<file path="src/rtl/axi_write_arbiter.sv">
// Round-robin arbiter sharing one AXI write engine between NUM_REQ requesters.
// One command is in flight at a time; only the granted requester's stream
// reaches the engine, and only until its last beat.
module axi_write_arbiter #(
  parameter int NUM_REQ           = 4,
  parameter int AXI_ADDR_BITWIDTH = 30,
  parameter int AXI_DATA_BITWIDTH = 128,
  parameter int AXI_STRB_BITWIDTH = AXI_DATA_BITWIDTH/8
) (
  input  logic                                   sys_clk,
  input  logic                                   sys_rst_n,
  input  logic [NUM_REQ-1:0]                     req_valid,
  output logic [NUM_REQ-1:0]                     req_ready,
  input  logic [NUM_REQ*AXI_ADDR_BITWIDTH-1:0]   req_addr,
  input  logic [NUM_REQ*AXI_ADDR_BITWIDTH-1:0]   req_len,
  output logic [NUM_REQ-1:0]                     req_done,
  input  logic [NUM_REQ-1:0]                     req_axis_valid,
  output logic [NUM_REQ-1:0]                     req_axis_ready,
  input  logic [NUM_REQ*AXI_DATA_BITWIDTH-1:0]   req_axis_data,
  input  logic [NUM_REQ*AXI_STRB_BITWIDTH-1:0]   req_axis_strb,
  input  logic [NUM_REQ-1:0]                     req_axis_last,
  input  logic                                   eng_cmd_done,
  output logic                                   eng_cmd_start,
  output logic [AXI_ADDR_BITWIDTH-1:0]           eng_cmd_addr,
  output logic [AXI_ADDR_BITWIDTH-1:0]           eng_cmd_len,
  input  logic                                   eng_axis_ready,
  output logic                                   eng_axis_valid,
  output logic [AXI_DATA_BITWIDTH-1:0]           eng_axis_data,
  output logic [AXI_STRB_BITWIDTH-1:0]           eng_axis_strb,
  output logic                                   eng_axis_last,
  output logic [NUM_REQ-1:0]                     arb_grant,
  output logic                                   arb_busy
);

  localparam int IdxW = (NUM_REQ > 1) ? $clog2(NUM_REQ) : 1;
  localparam logic [IdxW:0] NumReqW = (IdxW+1)'(NUM_REQ);
  localparam int AW = AXI_ADDR_BITWIDTH;
  localparam int DW = AXI_DATA_BITWIDTH;
  localparam int SW = AXI_STRB_BITWIDTH;

  // state | meaning
  // IDLE  | waiting for a request while the engine reports idle
  // ISSUE | one-cycle command strobe to the engine
  // BUSY  | stream routed from grantee; wait for engine completion
  typedef enum logic [1:0] {IDLE, ISSUE, BUSY} state_e;

  state_e              state_q, state_d;
  logic [IdxW-1:0]     last_grant_q, last_grant_d;
  logic [IdxW-1:0]     gidx_q, gidx_d;
  logic [NUM_REQ-1:0]  grant_q, grant_d;
  logic [NUM_REQ-1:0]  req_ready_q, req_ready_d;
  logic [NUM_REQ-1:0]  req_done_q, req_done_d;
  logic [AW-1:0]       addr_q, addr_d;
  logic [AW-1:0]       len_q, len_d;
  logic                stream_open_q, stream_open_d;

  logic                pick_found;
  logic [IdxW-1:0]     pick_idx;
  logic [IdxW:0]       rr_pos;
  logic [NUM_REQ-1:0]  pick_oh;
  logic [AW-1:0]       pick_addr;
  logic [AW-1:0]       pick_len;
  logic                stream_active;

  // Rotating search for the first pending requester after the last owner.
  always_comb begin
    pick_found = 1'b0;
    pick_idx   = '0;
    rr_pos     = '0;
    for (int off = 1; off <= NUM_REQ; off++) begin
      rr_pos = {1'b0, last_grant_q} + (IdxW+1)'(off);
      if (rr_pos >= NumReqW) rr_pos = rr_pos - NumReqW;
      if (!pick_found && req_valid[rr_pos[IdxW-1:0]]) begin
        pick_found = 1'b1;
        pick_idx   = rr_pos[IdxW-1:0];
      end
    end
  end

  // Next-state and registered-output decode.
  always_comb begin
    state_d       = state_q;
    last_grant_d  = last_grant_q;
    gidx_d        = gidx_q;
    grant_d       = grant_q;
    req_ready_d   = '0;
    req_done_d    = '0;
    addr_d        = addr_q;
    len_d         = len_q;
    stream_open_d = stream_open_q;
    pick_oh       = '0;
    pick_oh[pick_idx] = 1'b1;
    pick_addr     = req_addr[int'(pick_idx)*AW +: AW];
    pick_len      = req_len[int'(pick_idx)*AW +: AW];
    case (state_q)
      IDLE: begin
        // A ready pulse in flight means its requester still shows valid this
        // cycle (zero-length case); skip so it is not granted twice.
        if (pick_found && eng_cmd_done && (req_ready_q == '0)) begin
          req_ready_d = pick_oh;
          addr_d      = pick_addr;
          len_d       = pick_len;
          if (pick_len == '0) begin
            // Never hand the engine a zero length; complete on the spot.
            req_done_d   = pick_oh;
            last_grant_d = pick_idx;
          end else begin
            grant_d = pick_oh;
            gidx_d  = pick_idx;
            state_d = ISSUE;
          end
        end
      end
      ISSUE: begin
        stream_open_d = 1'b1;
        state_d       = BUSY;
      end
      BUSY: begin
        if (stream_active && req_axis_valid[gidx_q] && eng_axis_ready &&
            req_axis_last[gidx_q]) begin
          stream_open_d = 1'b0;
        end
        if (eng_cmd_done && !stream_open_q) begin
          req_done_d   = grant_q;
          last_grant_d = gidx_q;
          grant_d      = '0;
          state_d      = IDLE;
        end
      end
      default: state_d = IDLE;
    endcase
  end

  // State and output registers.
  always_ff @(posedge sys_clk or negedge sys_rst_n) begin
    if (!sys_rst_n) begin
      state_q       <= IDLE;
      last_grant_q  <= IdxW'(NUM_REQ-1);
      gidx_q        <= '0;
      grant_q       <= '0;
      req_ready_q   <= '0;
      req_done_q    <= '0;
      addr_q        <= '0;
      len_q         <= '0;
      stream_open_q <= 1'b0;
    end else begin
      state_q       <= state_d;
      last_grant_q  <= last_grant_d;
      gidx_q        <= gidx_d;
      grant_q       <= grant_d;
      req_ready_q   <= req_ready_d;
      req_done_q    <= req_done_d;
      addr_q        <= addr_d;
      len_q         <= len_d;
      stream_open_q <= stream_open_d;
    end
  end

  assign stream_active = (state_q == BUSY) && stream_open_q;

  // Stream mux driven from the registered grant index.
  always_comb begin
    eng_axis_valid = 1'b0;
    eng_axis_data  = '0;
    eng_axis_strb  = '0;
    eng_axis_last  = 1'b0;
    req_axis_ready = '0;
    if (stream_active) begin
      eng_axis_valid         = req_axis_valid[gidx_q];
      eng_axis_data          = req_axis_data[int'(gidx_q)*DW +: DW];
      eng_axis_strb          = req_axis_strb[int'(gidx_q)*SW +: SW];
      eng_axis_last          = req_axis_last[gidx_q];
      req_axis_ready[gidx_q] = eng_axis_ready;
    end
  end

  assign req_ready     = req_ready_q;
  assign req_done      = req_done_q;
  assign eng_cmd_start = (state_q == ISSUE);
  assign eng_cmd_addr  = addr_q;
  assign eng_cmd_len   = len_q;
  assign arb_grant     = grant_q;
  assign arb_busy      = (state_q != IDLE);

endmodule

</file>
<file path="config.mk">
export PLATFORM = sky130hd
export DESIGN_NAME = axi_write_arbiter
export DESIGN_NICKNAME = d
export VERILOG_FILES = /design/src/rtl/axi_write_arbiter.sv
export SDC_FILE = /design/constraint.sdc
export NUM_CORES = 1
export LEC_CHECK = 0
export BUFFER_PORTS_ARGS = -buffer_cell sky130_fd_sc_hd__buf_2
export CAP_MARGIN = 10
export CORE_AREA = 3 3 411 413
export DETAILED_ROUTE_END_ITERATION = 6
export DIE_AREA = 0 0 414 416
export SETUP_SLACK_MARGIN = 0.5
export SYNTH_ARGS = -nofsm -noshare
export SYNTH_HDL_FRONTEND = slang
export SYNTH_SLANG_ARGS = --single-unit
</file>
<file path="constraint.sdc">
create_clock -name sys_clk -period 5.7 [get_ports sys_clk]
set_input_delay 0.285 -clock sys_clk [delete_from_list [all_inputs] [get_ports sys_clk]]
set_output_delay 0.285 -clock sys_clk [all_outputs]
set_load 0.01 [all_outputs]
</file>
# Word-level counts from Yosys, hierarchy flattened
# Cells that the tools add are included.
# W data, S select, Z words.
# totals
in_bits	832
regBits	79
wordCells	124
# classes
magnitude_cmp	12
reduce_logical	28
muxes	53
bitwise_logic	2
n_shift	4
addsub	8
eq_ne	7
multipliers	1
# ops
cell	count
$shiftx A512 B10 Y128	1
$mux W128	1
$shiftx A120 B32 Y30	1
$shiftx A120 B8 Y30	1
$shiftx A64 B7 Y16	1
$mux W4	9
$logic_not A30 Y1	1
$mux W2	14
$lt A2 B3 Y1 const B	6
$mux W16	1
$pmux W4 S2	2
$mux W1	15
$bmux W1 S2	6
$ge A3 B3 Y1 const B	4
$logic_and A1 B1 Y1	12
$ne A2 B2 Y1 const B	5
$reduce_and A4 Y1	2
$sub A2 B1 Y2 const B	4
$add A2 B2 Y3 const B	2
$mul A2 B4 Y6 const B	1
$pmux W2 S3	1
$reduce_and A3 Y1	2
$reduce_bool A2 Y1	3
$and A4 B4 Y4	1
other kinds (13)	19

# Logic depth before layout (Yosys ltp)
# Gate-level depths: netlist of the first run.
# depth
depth_word	22
ltp_mapped	13
ltp_nobuf	9

# Worst setup path before layout of the first run
# OpenSTA, ideal clock, no wires.
# synth_path
path_type	register to register
start	register last_grant_q[1]
end	register last_grant_q[0]
arrival_time_ns	2.961
path_stages_with_launch	12
setup_time_ns	0.085
path_slack_ns	2.654
period_less_slack_ns	3.046
t_required_ns	5.615
cell_sequence	dfstp_2 -> mux2i_2 -> o21a_1 -> and2_1 -> buf_6 -> mux4_2 -> nand3b_1 -> nor4_1 -> nand4_1 -> buf_4 -> a21oi_4 -> mux2_1
# synth_between
elab_chain_cells	20
# synth_lines
item	line_no	source
start, declared	48	logic [IdxW-1:0] last_grant_q, last_grant_d;
start signal, assigned	138	last_grant_q <= IdxW'(NUM_REQ-1);
start signal, assigned	148	last_grant_q <= last_grant_d;
$add A2 B1 Y3	71	rr_pos = {1'b0, last_grant_q} + (IdxW+1)'(off);
$ge A3 B3 Y1 / $sub A2 B1 Y2 (equally long branches)	72	if (rr_pos >= NumReqW) rr_pos = rr_pos - NumReqW;
$mux W2	72	
$bmux W1 S2	73	if (!pick_found && req_valid[rr_pos[IdxW-1:0]]) begin
$mux W1 (implied by the code)	73	
$mux W1	73	
$logic_not A1 Y1	73	
$logic_and A1 B1 Y1	73	
(+4 left out)	--	
$logic_not A1 Y1	73	
$logic_and A1 B1 Y1	73	
$mux W2	73	
$mul A2 B4 Y6	94	pick_len = req_len[int'(pick_idx)*AW +: AW];
$shiftx A120 B8 Y30	94	
$logic_not A30 Y1	103	if (pick_len == '0) begin
$ne A2 B2 Y1 (no line)	--	
$reduce_and A4 Y1 (no line)	--	
# Parallel ways exist; a longest one is shown, timed or not. The select of a mux whose other input is x is not followed.
# A chain may end at the register's enable or synchronous reset.

# Final worst setup path of the first run
# layout_path
start	register last_grant_q[1]
end	register gidx_q[1]
# layout_between
elab_chain_cells	20
# layout_lines
item	line_no	source
$add A2 B1 Y3	71	
$ge A3 B3 Y1 / $sub A2 B1 Y2 (equally long branches)	72	
$mux W2	72	
$bmux W1 S2	73	
$mux W1 (implied by the code)	73	
$mux W1	73	
$logic_not A1 Y1	73	
$logic_and A1 B1 Y1	73	
(+4 left out)	--	
$logic_not A1 Y1	73	
$logic_and A1 B1 Y1	73	
$mux W2	73	
$mul A2 B4 Y6	94	
$shiftx A120 B8 Y30	94	
$logic_not A30 Y1	103	
$not A1 Y1 (no line)	--	
$reduce_and A3 Y1 (no line)	--	
end signal, assigned	149	gidx_q <= gidx_d;
end, declared	49	logic [IdxW-1:0] gidx_q, gidx_d;
# Parallel ways exist; a longest one is shown, timed or not. The select of a mux whose other input is x is not followed.

==> impl_metrics.csv, run 1 <==
group,metric,value,unit
outcome,status,"completed",
setup_path,worst-r2r-cell-count,10,
floorplanning,die_w,414,um
cts,clock_sinks,79,
timing,min_period,4750,ps
floorplanning,dieHeight,416,um
placed_design,dp_hpwl,114000,um
floorplanning,start_util,5.88,%
final_layout,nFillCells,19400,
floorplanning,ios,1056,
timing,fmax,0.210,GHz
final_layout,area_delta_synth_final,83.6,%
cts,cts_buffers,9,
power_and_ir_drop,power_leakage,8.77,nW
placed_design,place_congestion,0.954,
setup_path,crit_arrival,5030,ps
route,wl_per_cell,30.2,um
final_layout,drive_gt1_share,62.5,%
floorplanning,coreArea,165000,um2
synth,synth_area,9720,um2
synth,avgSynthCellArea,9.19,um2
route,drcViolationCount,0,
synth,synth_flop_cell,"dfrtp_1",
setup_path,slowest_delay,820,ps
route,vias_per_cell,3.46,
placed_design,placedCellCount,4189,
synth,synth.distinct_cells,52,
timing,report.final.slew_viol_count,0,
timing,rsz0062_at_grt,"false",
floorplanning,num_rows,149,
timing,tns,0,ps
route,antenna_left,0,
setup_path,cp_slowest_cell,"nor4_1",
global_route,antenna_found_initial,132,
floorplanning,dieArea,172000,um2
setup_path,crit_required,5980,ps
power_and_ir_drop,ir_worst_vdd,0.237,mV
cts,clk_pin_slew,110,ps
global_route,grt_pass1_wl,159000,um
timing,setup-violations-final,0,
timing,relSlewSlack,28.9,%
power_and_ir_drop,power_density,450,nW/um2
cts,root_buffer,"clkbuf_16",
setup_path,critical_path_buf_inv_count,1,
setup_path,critical_path_cell_count,10,
timing,finalCritPeriodShare,83.4,%
setup_path,cp-end-kind,"register",
setup_path,path_delay_family,"simple AND/OR/NAND/NOR gates",
cts,cts.path.max_buffers,2,
job,max-cap-violations,0,
synth,synth_nets,1889,
cts,htreeDepth,3,
placed_design,io_buffers,1055,
route,drtPass1Iterations,6,
final_layout,nets,2844,
timing,tightest_slew,1070,ps
synth,synth_seq_cells,79,
synth,yosysSeqAreaShare,20.4,%
setup_path,crit_path_cell_trace,"a21boi_1, o21bai_4, nand2_4, a211oi_1, o22ai_1, nor4_1, nand4_1, buf_4, and2_1, mux2_1",
setup_path,worstPathMaxFanout,55,
cts,ctsResizeCount,0,
timing,final-hold-violation-count,0,
timing,clock_skew,28.9,ps
global_route,overflow,0,
cts,cts_tree,"yes",
global_route,grt_max_degree,91,
synth,postSynth.asyncResetShare,100,%
worst_hold_path,hp-class,"input pin to register",
synth,synth_edf_count,0,
route,drtIter0Drc,1180,
cts,clkLatencyLatePin,420,ps
synth,yosysWarnings,0,
route,routed-via-count,14600,
global_route,grt_pass1_vias,14400,
worst_hold_path,min_path_cells,5,
synth,synth_cells,1057,
final_layout,instances_no_fill,4228,
route,wl,128000,um
setup_path,critical_path_class,"register to register",
global_route,grt_usage,14.2,%
setup_path,worstSetupStartpointType,"register",
-- per-stage QoR --
stage | util (%) | cell area (um2) | setup WS, ps | power [W] | hold WS (ps)
after floorplan | - | 9720 | 2650 | 0.00440 | -10.6
after global placement | 10.6 | 17500 | 911 | 0.00752 | 346
after detailed placement | 10.6 | 17500 | 825 | 0.00755 | 355
after CTS | 10.8 | 17800 | 755 | 0.00832 | 166
after global routing | 10.8 | 17800 | 546 | 0.00866 | 213
final | 10.8 | 17800 | 946 | 0.00803 | 207
-- state kept, by name (all words and copies together), names as in the netlist, 2 cells and up --
name and cells:
req_done 4, last_grant_q 2, gidx_q 2, arb_grant 4, req_ready 4, state_q 2, eng_cmd_addr 30, eng_cmd_len 30
-- cells in the final DEF, fill, tap and decap left out, types with 6 or more instances in the layout --
cell type	count
a21oi_1	7
buf_4	16
o31ai_1	13
o211ai_1	9
o32ai_1	9
nor2_1	10
nand2_1	238
diode_2	22
o21ai_0	13
nand3_1	93
and3_1	180
a211oi_1	27
mux4_2	148
a21boi_0	20
o22ai_1	6
dfrtp_1	74
o2111ai_1	10
buf_2	1054
clkbuf_16	9
-- final timing paths --
kind	startpoint	endpoint	slack [ps]
setup / recovery	last_grant_q[1]	gidx_q[1]	950
hold / removal	req_addr[62]	eng_cmd_addr[2]	210
setup reg to reg	last_grant_q[1]	gidx_q[1]	950
hold reg to reg	eng_cmd_addr[23]	eng_cmd_addr[23]	470
max in group asynchronous	sys_rst_n	eng_cmd_addr[0]	4110
min in group asynchronous	sys_rst_n	eng_cmd_len[24]	420
-- report_power, final --
group          internal, W  total (W)  switching, W
clock             0.000313   0.000700      0.000387
sequential        0.000824    0.00116      0.000332
combinational      0.00235    0.00617       0.00382
total              0.00349    0.00803       0.00454
-- per-layer routing --
metal	global-route usage [%]	wire length [um]
met1	15.7	45900
met2	25.9	65700
met3	6.25	13900
met4	1.14	1900
met5	0	419
-- cell type report --
class,count,area (um2),area share [%]
diodes,22,55.1,0.309
clock buffers,9,225,1.26
clock inverters,7,75.1,0.421
inverters,2,7.51,0.0421
multi-input cells,845,7260,40.7
flip-flops and latches,79,1990,11.2
well taps,2189,2740,15.4
repair buffers,1075,5490,30.7
-- cells in the mapped netlist (all sizes together) (5+ instances only) --
master	instances	share of area, %
clkbuf	93	3.6
a21boi	21	1.6
and3	181	12
nand3	94	4.8
buf	38	1.8
o211ai	9	0.70
dfrtp	77	20
o21ai	14	0.72
o31ai	13	1.0
a211oi	27	2.1
o32ai	9	0.81
nor2	10	0.39
o22ai	7	0.59
mux4	148	34
nand2	239	9.3
mux2i	5	0.55
o41ai	5	0.76
a21oi	8	0.53
o2111ai	10	0.90
a22o	5	0.45
-- worst register-to-register path: cells and delay by family, from the launching register on --
family	cells	cell delay, ps
buffers and inverters	1	280
AND/OR/NAND/NOR	4	1880
multiplexers	1	320
AO/OA/AOI/OAI	4	1540
flip-flops	1	610
-- what timing repair did --
action | CTS | global route
hold buffers | 1 | 0
endpoints found under the hold margin | 38 | 0
setup buffers | 0 | 0
-- logic make-up (layout without fill, tap and decap cells) --
| family | Yosys count | in the layout | share of synthesized area (%) |
|---|---|---|---|
| compound gates | 141 | 141 | 11.3 |
| buf+inv | 133 | 1093 | 5.46 |
| flops | 79 | 79 | 20.4 |
| mux | 156 | 156 | 35.2 |
| other cells | 0 | 22 | 0 |
| simple gates | 548 | 548 | 27.7 |
(Power assumes the default switching activity.)
==> run 2, diff against run 1 <==
ABC_AREA = 1   (was default)
CORE_AREA = 3 3 409 411   (was 3 3 411 413)
DIE_AREA = 0 0 412 414   (was 0 0 414 416)
clock period = 4 ns   (was 5.7 ns; I/O delays follow)
==> run 2 against run 1 <==
  * The flow now finishes with violations (design-rule violations)
  * Global-route usage grew 3.4 points
  * Cell area fell by 4.6%
  * Clock skew shrank 18 ps
  * Synthesized area fell by 14%
  * Hold slack got worse by 73 ps
==> impl_metrics.csv, run 2 <==
group,metric,value,unit
global_route,grt_max_degree,143,
global_route,overflow,0,
synth,synth_cells,1291,
power_and_ir_drop,power.internal,0.00512,W
setup_path,critical_path_class,"register to register",
synth,synth_edf_count,0,
route,drcViolationCount,90,
synth,yosysSeqAreaShare,23.7,%
setup_path,crit_arrival,3630,ps
job,max-cap-violations,0,
cts,root_buffer,"clkbuf_16",
global_route,antenna_found_initial,323,
synth,synthTopCellsByArea,"a22oi_1 (28%), dfrtp_1 (23%), nand2_1 (15%)",
floorplanning,ios,1056,
timing,tightest_slew,991,ps
cts,cts.path.max_buffers,2,
global_route,grt_pass1_wl,186000,um
placed_design,dp_hpwl,143000,um
synth,synth_area,8340,um2
cts,cts_buffers,9,
floorplanning,dieHeight,414,um
synth,yosysMostFrequentCell,"nand2_1",
power_and_ir_drop,p_sw,0.00882,W
floorplanning,coreArea,164000,um2
timing,tns,0,ps
placed_design,place_congestion,1.23,
setup_path,cp_slowest_cell,"dfstp_2",
final_layout,drive_gt1_share,50.9,%
route,drtIter0Drc,1751,
synth,postSynth.asyncResetShare,100,%
final_layout,area_delta_synth_final,104,%
synth,synth.distinct_cells,30,
floorplanning,start_util,5.07,%
timing,fin_hold_ws,134,ps
global_route,grt_usage,17.5,%
power_and_ir_drop,clkPwrFrac,6.2,%
power_and_ir_drop,switching_share,63.3,%
power_and_ir_drop,power_density,819,nW/um2
timing,rsz0062_at_grt,"false",
timing,finalCritPeriodShare,83.3,%
cts,htreeDepth,3,
synth,yosys.area.top_type,"a22oi_1",
synth,yosysTopAreaCellShare,28.3,%
cts,clkLatencyLatePin,370,ps
synth,synth_seq_cells,79,
worst_hold_path,hp-class,"input pin to register",
cts,clock_sinks,79,
route,wl,158000,um
floorplanning,dieArea,171000,um2
placed_design,io_buffers,1055,
timing,final-hold-violation-count,0,
cts,clk_pin_slew,70,ps
route,wl_per_cell,34.5,um
final_layout,final_common_cell,"buf_2",
power_and_ir_drop,power_leakage,8.03,nW
synth,synth_flop_cell,"dfrtp_1",
timing,min_period,3330,ps
power_and_ir_drop,seqPwrFrac,10.1,%
timing,fmax,0.300,GHz
global_route,grt_pass1_vias,14700,
timing,setup-violations-final,0,
setup_path,cp-end-kind,"register",
timing,fin_ws,670,ps
route,drtPass1Iterations,7,
setup_path,crit_required,4300,ps
final_layout,nFillCells,19400,
placed_design,dp_worst_setup_slack,368,ps
timing,relSlewSlack,34.0,%
synth,synth_nets,2123,
setup_path,crit_path_frequent_cell,"nand2_1",
outcome,violations,"design-rule violations",
floorplanning,die_w,412,um
synth,avgSynthCellArea,6.46,um2
final_layout,fin_util,10.3,%
outcome,status,"finished, violations left",
synth,yosysWarnings,0,
final_layout,nets,3106,
power_and_ir_drop,ir_worst_vdd,0.485,mV
setup_path,worstPathMaxFanout,18,
setup_path,slowest_delay,590,ps
floorplanning,num_rows,149,
timing,report.final.slew_viol_count,0,
timing,clock_skew,10.7,ps
route,routed-via-count,16900,
route,antenna_left,0,
synth,ys_top_cells_by_count,"nand2_1 (342), a22oi_1 (314), a21oi_1 (146)",
route,vias_per_cell,3.68,
cts,cts_tree,"yes",
final_layout,layout_common_cells,"buf_2 (1054), nand2_1 (341), a22oi_1 (314)",
setup_path,worstSetupStartpointType,"register",
setup_path,crit_path_cell_trace,"buf_4, nand2_1, nand2_1, nor2_1, nor2_1, nand3_4, nand2_1, nor2_4, buf_12, buf_4, nand3_1, nand2_1, nor2_1, nand2_1, nor2_1, nand2_1, nor2_4, nand2_2, nand2_2, nand2_1, o21ai_1",
power_and_ir_drop,comb_power_share,83.7,%
run 2: final cells by class:
type,count,area (um2),share of cell area [%]
antenna,121,303,1.78
clock buffer,9,225,1.32
clock inverter,7,73.8,0.434
timing repair buffer,1097,5720,33.6
tap,2189,2740,16.1
inverter,25,101,0.596
multi-input combinational,1062,5880,34.5
sequential,79,1980,11.6
run 2: per-stage QoR:
stage | power (W) | cells | cell area [um2]
3_5_place_dp | 0.0128 | 4440 | 16200
4_1_cts | 0.0139 | 4460 | 16600
2_1_floorplan | 0.00737 | 1291 | 8340
5_1_grt | 0.0151 | 4534 | 16900
6_report | 0.0139 | 4589 | 17000
3_3_place_gp | 0.0127 | 4440 | 16200
run 2: critical path, delay by kind of cell (launching register included):
kind | cells | cell delay [ps]
AO/OA/AOI/OAI | 1 | 90
flip-flops | 1 | 590
buffers and inverters | 3 | 510
AND/OR/NAND/NOR | 17 | 2050
run 2: cell families (layout without fill, tap and decap cells):
logic type	after synthesis	after routing	share of synthesized area, %
DFF	79	79	23.7
AOI/OAI and AO/OA	509	509	40.5
buffers and inverters	151	1138	7.34
other	0	121	0
and+or+nand+nor	552	553	28.4
run 2: worst paths after layout:
path                                       from              end  slack, ps  depth (start not counted)
max in group asynchronous             sys_rst_n  eng_cmd_addr[1]       2580                          3
worst min register to register  eng_cmd_addr[1]  eng_cmd_addr[1]        470                          2
worst max-delay path            last_grant_q[0]        gidx_q[1]        670                         21
worst max register to register  last_grant_q[0]        gidx_q[1]        670                         21
min in group asynchronous             sys_rst_n  eng_cmd_len[10]        340                          2
worst min-delay path                req_addr[2]  eng_cmd_addr[2]        130                          5
run 2: power by group through the flow:
stage | clock network [W] | logic (W) | registers (W)
after floorplan | 0 | 0.00586 | 0.00151
after global placement | 0 | 0.0113 | 0.00141
after detailed placement | 0 | 0.0114 | 0.00143
after CTS | 0.000917 | 0.0116 | 0.00142
after global routing | 0.000942 | 0.0127 | 0.00146
final | 0.000863 | 0.0117 | 0.00141
run 2: timing repair:
action,CTS,global route
cloned,1,0
pin swaps,1,3
buffers inserted,2,8
setup endpoints to repair,13,13
hold buffers,1,0
gates resized for setup,3,12
hold endpoints to repair,32,0
run 2: layer usage:
layer	vias to the layer above	share of wire (%)	routed length (um)	GRT usage [%]
met5	-	0.55	869	1.50
met4	74	5.1	8120	6.39
met3	703	15	23000	11.2
met2	1569	52	82300	33.1
met1	7655	28	44100	14.2
li1	6876	-	-	-
